===== src/rtl/filter_weight_sequencer.sv =====
// Walks filters 0..n-1 through the weight ROM and holds each one for the conv engine until conv_done.
// Optional busy-cycle counter under FILTER_SEQ_PERF_EN; the ROM read latency (MEM_LAT) sets the fetch-to-present gap.
module filter_weight_sequencer #(
  parameter int addressWidthFilter = 6,
  parameter int WORDS_PER_FILTER   = 10,
  parameter int MAX_FILTERS        = 4,
  parameter int filtIdxWidth       = 2,
  parameter int MEM_LAT            = 1
) (
  input  logic                          i_clk,
  input  logic                          i_rst,
  input  logic                          i_start,
  input  logic [filtIdxWidth:0]         i_cfg_num_filters,
  input  logic                          i_conv_done,
  output logic                          o_mem_en,
  output logic [addressWidthFilter-1:0] o_mem_addr,
  output logic                          o_filt_valid,
  output logic [filtIdxWidth-1:0]       o_filt_idx,
  output logic                          o_busy,
  output logic                          o_done
`ifdef FILTER_SEQ_PERF_EN
  ,
  output logic [31:0]                   o_busy_cycles
`endif
);

  localparam int WAIT_W = (MEM_LAT > 1) ? $clog2(MEM_LAT) : 1;
  localparam logic [filtIdxWidth:0]         C_MAX_N  = (filtIdxWidth+1)'(MAX_FILTERS);
  localparam logic [addressWidthFilter-1:0] C_STRIDE = addressWidthFilter'(WORDS_PER_FILTER);

  typedef enum logic [2:0] {
    S_IDLE,
    S_FETCH,
    S_WAIT,
    S_PRESENT,
    S_DONE
  } state_t;

  state_t                        r_state;
  state_t                        w_next_state;
  logic [filtIdxWidth:0]         r_n;
  logic [filtIdxWidth-1:0]       r_idx;
  logic [addressWidthFilter-1:0] r_addr;
  logic [WAIT_W-1:0]             r_wait_cnt;

  logic                          w_accept;
  logic                          w_advance;
  logic [filtIdxWidth:0]         w_n_clamped;
  logic [filtIdxWidth:0]         w_last_idx;
  logic                          w_is_last;

  assign w_n_clamped = (i_cfg_num_filters > C_MAX_N) ? C_MAX_N : i_cfg_num_filters;
  assign w_last_idx  = r_n - (filtIdxWidth+1)'(1);
  assign w_is_last   = ({1'b0, r_idx} == w_last_idx);

  always_comb begin
    w_next_state = r_state;
    w_accept     = 1'b0;
    w_advance    = 1'b0;
    case (r_state)
      S_IDLE: begin
        if (i_start) begin
          w_accept     = 1'b1;
          w_next_state = (w_n_clamped == '0) ? S_DONE : S_FETCH;
        end
      end
      S_FETCH: begin
        w_next_state = (MEM_LAT == 1) ? S_PRESENT : S_WAIT;
      end
      S_WAIT: begin
        // Counter holds the remaining wait cycles including this one.
        if (r_wait_cnt <= WAIT_W'(1)) begin
          w_next_state = S_PRESENT;
        end
      end
      S_PRESENT: begin
        if (i_conv_done) begin
          if (w_is_last) begin
            w_next_state = S_DONE;
          end else begin
            w_advance    = 1'b1;
            w_next_state = S_FETCH;
          end
        end
      end
      S_DONE: begin
        w_next_state = S_IDLE;
      end
      default: begin
        w_next_state = S_IDLE;
      end
    endcase
  end

  always_ff @(posedge i_clk) begin
    if (i_rst) begin
      r_state    <= S_IDLE;
      r_n        <= '0;
      r_idx      <= '0;
      r_addr     <= '0;
      r_wait_cnt <= '0;
    end else begin
      r_state <= w_next_state;
      if (w_accept) begin
        r_n    <= w_n_clamped;
        r_idx  <= '0;
        r_addr <= '0;
      end
      // Base address accumulates by the stride instead of idx*WORDS_PER_FILTER.
      if (w_advance) begin
        r_idx  <= r_idx + filtIdxWidth'(1);
        r_addr <= r_addr + C_STRIDE;
      end
      if (r_state == S_FETCH) begin
        r_wait_cnt <= WAIT_W'(MEM_LAT - 1);
      end else if (r_state == S_WAIT) begin
        r_wait_cnt <= r_wait_cnt - WAIT_W'(1);
      end
    end
  end

  assign o_mem_en     = (r_state == S_FETCH);
  assign o_filt_valid = (r_state == S_PRESENT);
  assign o_busy       = (r_state == S_FETCH) || (r_state == S_WAIT) || (r_state == S_PRESENT);
  assign o_done       = (r_state == S_DONE);
  assign o_mem_addr   = r_addr;
  assign o_filt_idx   = r_idx;

`ifdef FILTER_SEQ_PERF_EN
  logic [31:0] r_busy_cycles;

  always_ff @(posedge i_clk) begin
    if (i_rst) begin
      r_busy_cycles <= '0;
    end else if (w_accept) begin
      r_busy_cycles <= '0;
    end else if (o_busy && (r_busy_cycles != 32'hFFFF_FFFF)) begin
      r_busy_cycles <= r_busy_cycles + 32'd1;
    end
  end

  assign o_busy_cycles = r_busy_cycles;
`endif

endmodule

===== config.mk =====
export PLATFORM = sky130hd
export DESIGN_NAME = filter_weight_sequencer
export DESIGN_NICKNAME = d
export VERILOG_FILES = /design/src/rtl/filter_weight_sequencer.sv
export SDC_FILE = /design/constraint.sdc
export NUM_CORES = 1
export LEC_CHECK = 0
export BUFFER_PORTS_ARGS = -buffer_cell sky130_fd_sc_hd__buf_2
export CELL_PAD_IN_SITES_DETAIL_PLACEMENT = 2
export CELL_PAD_IN_SITES_GLOBAL_PLACEMENT = 2
export CORE_MARGIN = 8
export CORE_UTILIZATION = 29
export CTS_CLUSTER_SIZE = 10
export DETAILED_ROUTE_END_ITERATION = 10
export PLACE_DENSITY_LB_ADDON = 0.1
export SYNTH_ARGS = -nofsm -noshare
export SYNTH_HDL_FRONTEND = slang
export SYNTH_SLANG_ARGS = --single-unit

===== constraint.sdc =====
create_clock -name i_clk -period 2.3 [get_ports i_clk]
set_input_delay 0.115 -clock i_clk [delete_from_list [all_inputs] [get_ports i_clk]]
set_output_delay 0.115 -clock i_clk [all_outputs]
set_load 0.005 [all_outputs]

==> results.cfg <==
[logic_synthesis]
synth_flop_cell = dfxtp_1
yosysUniqueCellTypes = 38
synth-edff-count = 0
ys_ff_latch = 13
synth.most_common_cell = dfxtp_1
syn_area_sq_um = 698
yosysTopAreaCellShare_pct = 37.3
synthArstFlopShare_pct = 0
synth.area.top_cells = dfxtp_1 37%, a21oi_1 5.7%, nand3_1 5.7%
yosysWarnings = 0
synth_nets = 88
ys_seq_area_share_pct = 37.3
syn_inst = 79
synth_top_cell_by_area = dfxtp_1
synthTopCellsByCount = 13 x dfxtp_1, 8 x a21oi_1, 8 x nand3_1, 5 x nand2_1, 3 x nor2_1
avgSynthCellArea_sq_um = 8.84

[die]
io_pins = 19
start_util_pct = 31.0
fp.dieW_um = 65.1
coreArea_sq_um = 2250
num_rows = 17
die_area_sq_um = 4230
die_h_um = 65.1

[worst_setup_path]
worstPathCellList = inv_1, ha_1, xnor2_1, o31ai_2, buf_4, or3_2, a31oi_1
critPathRequiredTime_ps = 2510
cp_max_fo = 11
cp_slowest_cell = or3_2
cp.arrival_ps = 2140
cp_num_buf_inv = 2
crit_family = simple AND/OR/NAND/NOR gates
start_kind = flip-flop
slowest_delay_ps = 440
endpoint_kind = flip-flop
path_class = flip-flop to flip-flop

[clock_tree]
cts_tree = done
cts_sinks = 13
cts_hold_buf = 0
cts_buffers = 3
post_cts_buffers = 0
clockBufferDepth = 2
clk_latency_ps = 280
root_buffer = clkbuf_4
cts.repair.resized = 0
clkTransAtPathRegs_ps = 80
h-tree-depth = 1

[drt]
drt_wl_total_mm = 1.88
vias = 651
ant_nets = 0
viasPerCell = 5.17
wl_per_cell_um = 14.9
drtIter0Drc = 1
first_pass_iters = 2
drc = 0

[flow_run]
maxCapViolCount = 0

[power]
netSwitchingPower_uw = 126
seq_power_share_pct = 53.4
comb_power_share_pct = 15.0
p_int_uw = 331
peakVddDrop_mv = 0.251
p_per_area_nw_per_um2 = 556
swShare_pct = 27.5
clockPowerShare_pct = 31.6
p_leak_nw = 0.333

[placed_design]
gp_congestion = 0.711
placed_area_sq_um = 795
dp_hpwl_mm = 1.48
dp_slack_ps = 379
placed_cells = 122
io_buffers = 17

[finish]
stdcell_count = 126
final_nets = 108
multi_input_area_sq_um = 392
postLayoutCellArea_sq_um = 821
drive_gt1_share_pct = 30.6
regArea_sq_um = 260
area_growth_pct = 17.6
final_util_pct = 36.4
antenna_cells = 0
fill_cells = 289

[global_route]
grt_pass1_wl_mm = 3.12
grt_max_degree = 15
grt_use_total_pct = 9.09
antenna_found_initial = 0
overflow = 0
grt_pass1_vias = 685

[hold_path]
hold_path.class = input pin to flip-flop

[sta]
period_needed_ps = 1930
final_max_slew_viol_count = 0
post-route-period-util_pct = 84.0
final-setup-viol-count = 0
rsz0062_at_grt = false
fmax_mhz = 518
fin_skew_ps = 3.04
tns_ps = 0
finalWorstSetupSlack_ps = 369
finalHoldViolations = 0

[run_status]
status = finished clean
==> registers in the layout, indices dropped and copies added, names as in the netlist <==
name	flops
o_filt_idx	2
o_mem_addr	5
r_n	3
r_state	3
==> metal layers <==
layer  vias to the layer above  global-route usage, %  wire (um)
met3                         0                   3.95         92
met1                       312                   10.6        884
met4                         0                  0.817          0
li1                        326                      -          -
met5                         -                      0          0
met2                        13                   15.5        907
==> stage by stage <==
stage | power (mW) | hold slack, ps
4_1_cts | 0.469 | 112
5_1_grt | 0.487 | 121
6_report | 0.456 | 124
3_3_place_gp | 0.316 | 399
2_1_floorplan | 0.294 | 193
3_5_place_dp | 0.319 | 416
==> cells by family after synthesis <==
family / share of synthesized area, %
mux: 1.43
flops: 37.3
simple gates: 31.7
xor+xnor: 3.76
buf+inv: 6.63
fa+ha+maj: 3.58
other cells: 0.537
compound gates: 15.1
==> final timing paths <==
kind / start / endpoint / slack (ps) / depth (start not counted)
worst max-delay path: r_n[0] / o_mem_addr[4] / 370 / 7
worst max register to register: r_n[0] / o_mem_addr[4] / 370 / 7
worst min register to register: r_n[1] / r_n[1] / 460 / 2
worst min-delay path: i_cfg_num_filters[2] / r_n[2] / 120 / 3
==> placed cells by master, fill, tap and decap left out, drive strengths merged, types with 2 or more instances in the layout <==
cell	synthesis	final
nor2	3	3
nand3	8	8
o31ai	2	2
or3b	2	2
a21oi	8	8
nor2b	2	2
nand2	5	5
buf	3	19
ha	2	2
nand2b	2	2
xnor2	2	2
a31oi	2	2
dfxtp	13	13
clkbuf	0	4
inv	2	2
nor3	2	2
nor4	2	2
or3	2	2
==> power groups by stage <==
stage / clock network, mW / logic [mW] / registers [mW]
global placement: 0 / 0.0677 / 0.249
detailed placement: 0 / 0.0700 / 0.249
global route: 0.165 / 0.0767 / 0.245
floorplan: 0 / 0.0477 / 0.246
CTS: 0.155 / 0.0704 / 0.244
finish: 0.144 / 0.0683 / 0.244
==> cell type report <==
type	instances	share of cell area, %
multi-input cells	60	47.7
repair buffers	19	12.2
flip-flops and latches	13	31.7
well taps	28	4.27
clock buffers	4	3.20
inverters	2	0.915
==> worst register-to-register path, stage by stage, from the launching register on <==
cell and delay (ps):
dfxtp_1 370, inv_1 60, ha_1 300, xnor2_1 270, o31ai_2 110, buf_4 180, or3_2 440, a31oi_1 130
Power figures use the tool's default switching activity.
